[src/rtl/check_code_pkg.sv]
// Shared definitions for the check-code frame decoder and its encoder-side companions.
package check_code_pkg;

  localparam int FRAME_DATA_BITS  = 8;
  localparam int FRAME_CHECK_BITS = 2;

  typedef enum logic [1:0] {
    IDLE   = 2'd0,
    DATA   = 2'd1,
    CHECK  = 2'd2,
    REPORT = 2'd3
  } state_e;

endpackage

[src/rtl/check_bits_calc.sv]
// Combinational check-bit generator: data byte in, (c0, c1) out.
module check_bits_calc (
  input  logic [7:0] d,
  output logic       c0,
  output logic       c1
);

  assign c0 = d[0] ^ (~d[1] & d[3]) ^ (d[1] & d[2]) ^ (d[3] & d[4]);
  assign c1 = d[5] ^ (d[2] & ~d[4]) ^ (d[2] & d[6]) ^ (d[4] & d[7]);

endmodule

[src/rtl/user_module_check_decoder.sv]
// Serial check-code frame decoder: collects 8 data bits plus 2 check bits LSB first,
// reports per-frame check mismatches and keeps a saturating error count.
module user_module_check_decoder
  import check_code_pkg::*;
#(
  parameter int ERRCNT_W = 4
) (
  input  logic [7:0] io_in,
  output logic [7:0] io_out
);

  localparam logic [2:0]          LAST_DATA_IDX  = 3'(FRAME_DATA_BITS - 1);
  localparam logic [2:0]          LAST_CHECK_IDX = 3'(FRAME_CHECK_BITS - 1);
  localparam logic [ERRCNT_W-1:0] CNT_MAX        = '1;

  logic clk, rst, rx_bit, rx_valid, frame_start, nib_sel, show_cnt, cnt_clr;

  assign clk         = io_in[0];
  assign rst         = io_in[1];
  assign rx_bit      = io_in[2];
  assign rx_valid    = io_in[3];
  assign frame_start = io_in[4];
  assign nib_sel     = io_in[5];
  assign show_cnt    = io_in[6];
  assign cnt_clr     = io_in[7];

  state_e              state_q, state_d;
  logic [2:0]          idx_q, idx_d;
  logic [7:0]          asm_q, asm_d;
  logic                rc0_q, rc0_d;
  logic [7:0]          data_q, data_d;
  logic                err0_q, err0_d;
  logic                err1_q, err1_d;
  logic [ERRCNT_W-1:0] cnt_q, cnt_d;

  logic calc_c0, calc_c1;

  check_bits_calc u_calc (
    .d  (asm_q),
    .c0 (calc_c0),
    .c1 (calc_c1)
  );

  always_comb begin
    state_d = state_q;
    idx_d   = idx_q;
    asm_d   = asm_q;
    rc0_d   = rc0_q;
    data_d  = data_q;
    err0_d  = err0_q;
    err1_d  = err1_q;
    cnt_d   = cnt_q;

    case (state_q)
      IDLE: begin
        if (frame_start) begin
          state_d = DATA;
          idx_d   = '0;
        end
      end

      DATA: begin
        if (frame_start) begin
          idx_d = '0;
        end else if (rx_valid) begin
          asm_d[idx_q] = rx_bit;
          if (idx_q == LAST_DATA_IDX) begin
            state_d = CHECK;
            idx_d   = '0;
          end else begin
            idx_d = idx_q + 3'd1;
          end
        end
      end

      CHECK: begin
        if (frame_start) begin
          state_d = DATA;
          idx_d   = '0;
        end else if (rx_valid) begin
          if (idx_q == LAST_CHECK_IDX) begin
            // Results are latched on c1 acceptance so they appear together with done.
            state_d = REPORT;
            idx_d   = '0;
            data_d  = asm_q;
            err0_d  = calc_c0 ^ rc0_q;
            err1_d  = calc_c1 ^ rx_bit;
          end else begin
            rc0_d = rx_bit;
            idx_d = idx_q + 3'd1;
          end
        end
      end

      REPORT: begin
        state_d = IDLE;
        if ((err0_q | err1_q) && (cnt_q != CNT_MAX)) begin
          cnt_d = cnt_q + ERRCNT_W'(1);
        end
      end

      default: begin
        state_d = IDLE;
        idx_d   = '0;
      end
    endcase

    if (cnt_clr) begin
      cnt_d = '0;
    end
  end

  always_ff @(posedge clk) begin
    if (rst) begin
      state_q <= IDLE;
      idx_q   <= '0;
      data_q  <= '0;
      err0_q  <= 1'b0;
      err1_q  <= 1'b0;
      cnt_q   <= '0;
    end else begin
      state_q <= state_d;
      idx_q   <= idx_d;
      data_q  <= data_d;
      err0_q  <= err0_d;
      err1_q  <= err1_d;
      cnt_q   <= cnt_d;
    end
  end

  // The in-flight frame bits carry no meaning outside DATA/CHECK, so they skip reset.
  always_ff @(posedge clk) begin
    asm_q <= asm_d;
    rc0_q <= rc0_d;
  end

  logic [3:0] cnt_nib;
  logic [3:0] disp;

  always_comb begin
    cnt_nib = 4'(cnt_q);
    if (show_cnt) begin
      disp = cnt_nib;
    end else if (nib_sel) begin
      disp = data_q[7:4];
    end else begin
      disp = data_q[3:0];
    end
  end

  assign io_out = {disp, err1_q, err0_q, (state_q == REPORT), (state_q == IDLE)};

endmodule

[config.mk]
export PLATFORM = sky130hd
export DESIGN_NAME = user_module_check_decoder
export DESIGN_NICKNAME = d
export VERILOG_FILES = /design/src/rtl/check_code_pkg.sv /design/src/rtl/check_bits_calc.sv /design/src/rtl/user_module_check_decoder.sv
export SDC_FILE = /design/constraint.sdc
export NUM_CORES = 1
export LEC_CHECK = 0
export ABC_AREA = 1
export CAP_MARGIN = 20
export CORE_ASPECT_RATIO = 1.1
export CORE_UTILIZATION = 40
export CTS_CLUSTER_DIAMETER = 40
export DETAILED_ROUTE_END_ITERATION = 12
export GPL_ROUTABILITY_DRIVEN = 1
export HOLD_SLACK_MARGIN = 0.12
export SYNTH_ARGS = -nofsm -noshare
export SYNTH_HDL_FRONTEND = slang
export SYNTH_HIERARCHICAL = 1
export SYNTH_SLANG_ARGS = --single-unit
[constraint.sdc]
create_clock -name io_in -period 2.5 [get_ports io_in]
set_input_delay 0.375 -clock io_in [delete_from_list [all_inputs] [get_ports io_in]]
set_output_delay 0.375 -clock io_in [all_outputs]
set_load 0.01 [all_outputs]
==> results.sh, run 1 <==
export IMPL_status="stopped before the end"
export IMPL_stop_stage="5_1_grt"
export IMPL_error_line="[ERROR GRT-0183] Net net27: the 3D maze router ran out of legal paths (heap underflow) - the net is boxed in by local congestion or blockages."
export IMPL_synth_compound_area_share=0.119
export IMPL_die_height_um=68.4
export IMPL_cts_hold_buf=0
export IMPL_synth_xor_area_frac=0.0109
export IMPL_gp_congestion=0.764
export IMPL_avgSynthCellArea_um2=7.41
export IMPL_syn_inst=216
export IMPL_yosys_mux_area_fraction=0
export IMPL_core_rowCount=23
export IMPL_synth_top_family_by_area="simple AND/OR/NAND/NOR gates"
export IMPL_netlist_area_mm2=0.00160
export IMPL_synth_seq_cells=28
export IMPL_syn_nets=232
export IMPL_io_pins=16
export IMPL_yosys_area_share_adder=0.0625
export IMPL_post_dp_cell_area_mm2=0.00170
export IMPL_pre_cts_slack_ns=0.111
export IMPL_start_util=0.428
export IMPL_place_hpwl_um=2120
export IMPL_yosysSeqAreaShare=0.406
export IMPL_yosys_warnings=6
export IMPL_synthDistinctLibCells=22
export IMPL_grt_max_degree=16
export IMPL_io_buffers=8
export IMPL_synthSimpleGateAreaFrac=0.298
export IMPL_die_x_um=62.3
-- cells by family after synthesis --
family,Yosys count
flip-flops,28
XOR/XNOR,2
AO/OA/AOI/OAI,34
adder cells (fa/ha/maj),8
buffers and inverters,36
AND/OR/NAND/NOR,108
-- timing repair --
item                                    CTS
resized for setup                        40
endpoints found under the setup margin   19
pin swaps                                 7
buffers inserted                          3
-- metrics by stage --
step	cells	utilization	hold WS, ns
after detailed placement	270	0.454	0.0691
after global placement	270	0.454	0.0691
after CTS	391	0.857	-0.00740
after floorplan	216	-	0.0691
-- synth_stat cells, drive strengths merged --
cell    instances  share of area
buf             4          0.029
nand2          55           0.14
nand3          10          0.034
xor2            2          0.011
a21oi           9          0.028
nand4           1          0.013
dfxtp          19           0.24
nor3            1         0.0031
o211ai          2         0.0094
nor2           41           0.11
o21ai          23          0.081
ha              8          0.063
inv            32          0.075
edfxtp          9           0.17
==> run 2: changes to the inputs <==
--- a/config.mk
+++ b/config.mk
@@ -7,12 +7,10 @@
 export LEC_CHECK = 0
 export ABC_AREA = 1
 export CAP_MARGIN = 20
-export CORE_ASPECT_RATIO = 1.1
-export CORE_UTILIZATION = 40
-export CTS_CLUSTER_DIAMETER = 40
+export CORE_UTILIZATION = 25
 export DETAILED_ROUTE_END_ITERATION = 12
 export GPL_ROUTABILITY_DRIVEN = 1
-export HOLD_SLACK_MARGIN = 0.12
+export PLACE_DENSITY_LB_ADDON = 0.15
 export SYNTH_ARGS = -nofsm -noshare
 export SYNTH_HDL_FRONTEND = slang
 export SYNTH_HIERARCHICAL = 1
==> results.sh, run 2 <==
export IMPL_syn_nets=232
export IMPL_fill_cells=555
export IMPL_slew_headroom=0.808
export IMPL_netlist_area_mm2=0.00160
export IMPL_synthTopCellsByArea="dfxtp_1 (24%), edfxtp_1 (17%), nand2_1 (12%)"
export IMPL_wl_um=5680
export IMPL_place_hpwl_um=2360
export IMPL_hold_ws_ns=-0.00254
export IMPL_die_x_um=82.0
export IMPL_drive_gt1_frac=0.361
export IMPL_die_height_um=82.0
export IMPL_p_leak_nw=1.44
export IMPL_cts_hold_buf=0
export IMPL_fin_nets=340
export IMPL_start_util=0.264
export IMPL_firstDrtPassIters=7
export IMPL_dp_cells=295
export IMPL_critPathLaunchType="clock port"
export IMPL_grt_total_usage=0.193
export IMPL_cp_data_required_time_ns=2.12
export IMPL_clkLatencyLatePin_ns=0.28
export IMPL_hold_class="clock port to register"
export IMPL_hold_viol_final=1
export IMPL_yosysSeqAreaShare=0.406
export IMPL_regArea_um2=651
export IMPL_drv_cap=0
export IMPL_avgViaCountPerCell=4.68
export IMPL_status="finished, violations left"
export IMPL_finClkSkew_ns=0.00841
export IMPL_worst_pin_slew_ns=0.287
export IMPL_die_area_mm2=0.00673
export IMPL_mostFrequentLayoutCells="clkbuf_8 (75), inv_1 (49), nand2_1 (46), nor2_1 (30)"
export IMPL_synth_top_area_frac=0.238
export IMPL_antenna_cells=0
export IMPL_cts_tree="done"
export IMPL_core_rowCount=28
export IMPL_synth_most_common_cell="nand2_1"
export IMPL_grt_pass1_wl_um=9820
export IMPL_io_buffers=8
export IMPL_vias=1945
export IMPL_violations="hold timing"
export IMPL_gp_congestion=0.734
export IMPL_grt_setup_unrepaired="false"
export IMPL_synth_edf_count=9
export IMPL_core_mm2=0.00606
export IMPL_multi_input_area_um2=866
export IMPL_irDropWorstVdd_v=0.00124
export IMPL_synth_seq_cells=28
export IMPL_worstPathMaxFanout=5
export IMPL_io_pins=16
export IMPL_worstSetupEndpointType="primary output"
export IMPL_areaGrowthSynthToFinish_pct=101
export IMPL_drtIter0Drc=210
export IMPL_power_density_mw_per_mm2=2100
export IMPL_wl_per_cell_um=13.7
export IMPL_grt_overflow_total=0
export IMPL_mostFrequentLayoutCell="clkbuf_8"
export IMPL_synth_common_cells="nand2_1 (51), nor2_1 (37), inv_1 (30)"
export IMPL_antenna_left=0
export IMPL_grt_pass1_vias=3018
export IMPL_yosysTopAreaCell="dfxtp_1"
export IMPL_fin_tns_setup_ns=0
export IMPL_criticalPathCategory="clock port to primary output"
export IMPL_final_cells=416
export IMPL_yosys_warnings=6
export IMPL_synthDistinctLibCells=22
export IMPL_synth_ff_type="dfxtp_1"
export IMPL_grt_max_degree=16
export IMPL_drc_errors=0
export IMPL_path_clk_slew_ns=0.10
export IMPL_antenna_found_initial=0
export IMPL_async_flop_share=0
export IMPL_syn_inst=216
export IMPL_arrival_ns=2.07
export IMPL_finalSetupViolCount=0
export IMPL_avgSynthCellArea_um2=7.41
export IMPL_drv_slew=0
==> run 2: cell counts after synthesis <==
No cell type changed its count.
==> run 2: worst paths after layout <==
kind | slack (ns) | cells after the start | endpoint | start
min | -0.003 | 3 | state_q[1]$_SDFFE_PP0P_ | io_in[1]
max reg2reg | 0.39 | 15 | state_q[1]$_SDFFE_PP0P_ | state_q[0]$_SDFFE_PP0P_
max | 0.06 | 6 | io_out[6] | io_in[5]
min reg2reg | 0.47 | 2 | data_q[7]$_SDFFE_PP0P_ | data_q[7]$_SDFFE_PP0P_
==> run 2: kinds of logic (layout without fill, tap and decap cells) <==
kind of cell / after synthesis / in the layout / share of synthesized area
compound gates: 34 / 34 / 0.119
xor+xnor: 2 / 2 / 0.0109
fa+ha+maj: 8 / 8 / 0.0625
buf+inv: 36 / 161 / 0.104
flops: 28 / 28 / 0.406
simple gates: 108 / 108 / 0.298
==> run 2: critical path, stage by stage <==
cell	delay, ns
clkbuf_8	0.12
clkbuf_8	0.13
nand2_1	0.05
o21ai_0	0.07
o21ai_0	0.16
dlygate4sd2_1	0.29
==> run 2: final cells by class <==
cell class | count | share of cell area
clock buffers | 99 | 0.394
clock inverters | 31 | 0.0632
well taps | 75 | 0.0291
repair buffers | 4 | 0.0124
inverters | 27 | 0.0314
multi-input cells | 152 | 0.268
flip-flops and latches | 28 | 0.202
==> run 2: power by group <==
part	switching, mW	total (mW)	internal [mW]
combinational	0	0.000000130	0
clock	2.22	6.19	3.97
sequential	0	0.590	0.590
==> run 2: layer usage <==
metal / part of all wire / global-route usage
met5: 0 / 0.0250
met4: 0.071 / 0.391
met3: 0.12 / 0.251
met2: 0.47 / 0.182
met1: 0.34 / 0.105
==> run 2: what timing repair did <==
item	in CTS	in global routing
resized for setup	26	10
setup buffers	4	0
pin swaps	3	4
setup endpoints to repair	18	13
==> run 2: metrics by stage <==
step            util  total power [mW]  instance area, um^2  setup slack, ns
2_1_floorplan      -              1.72                 1600            0.497
3_3_place_gp   0.285              1.73                 1730            0.111
3_5_place_dp   0.285              1.73                 1730            0.111
4_1_cts        0.534              6.93                 3230          0.00309
5_1_grt        0.532              7.31                 3230          0.00352
6_report       0.532              6.78                 3230           0.0561
(Power assumes the default switching activity.)
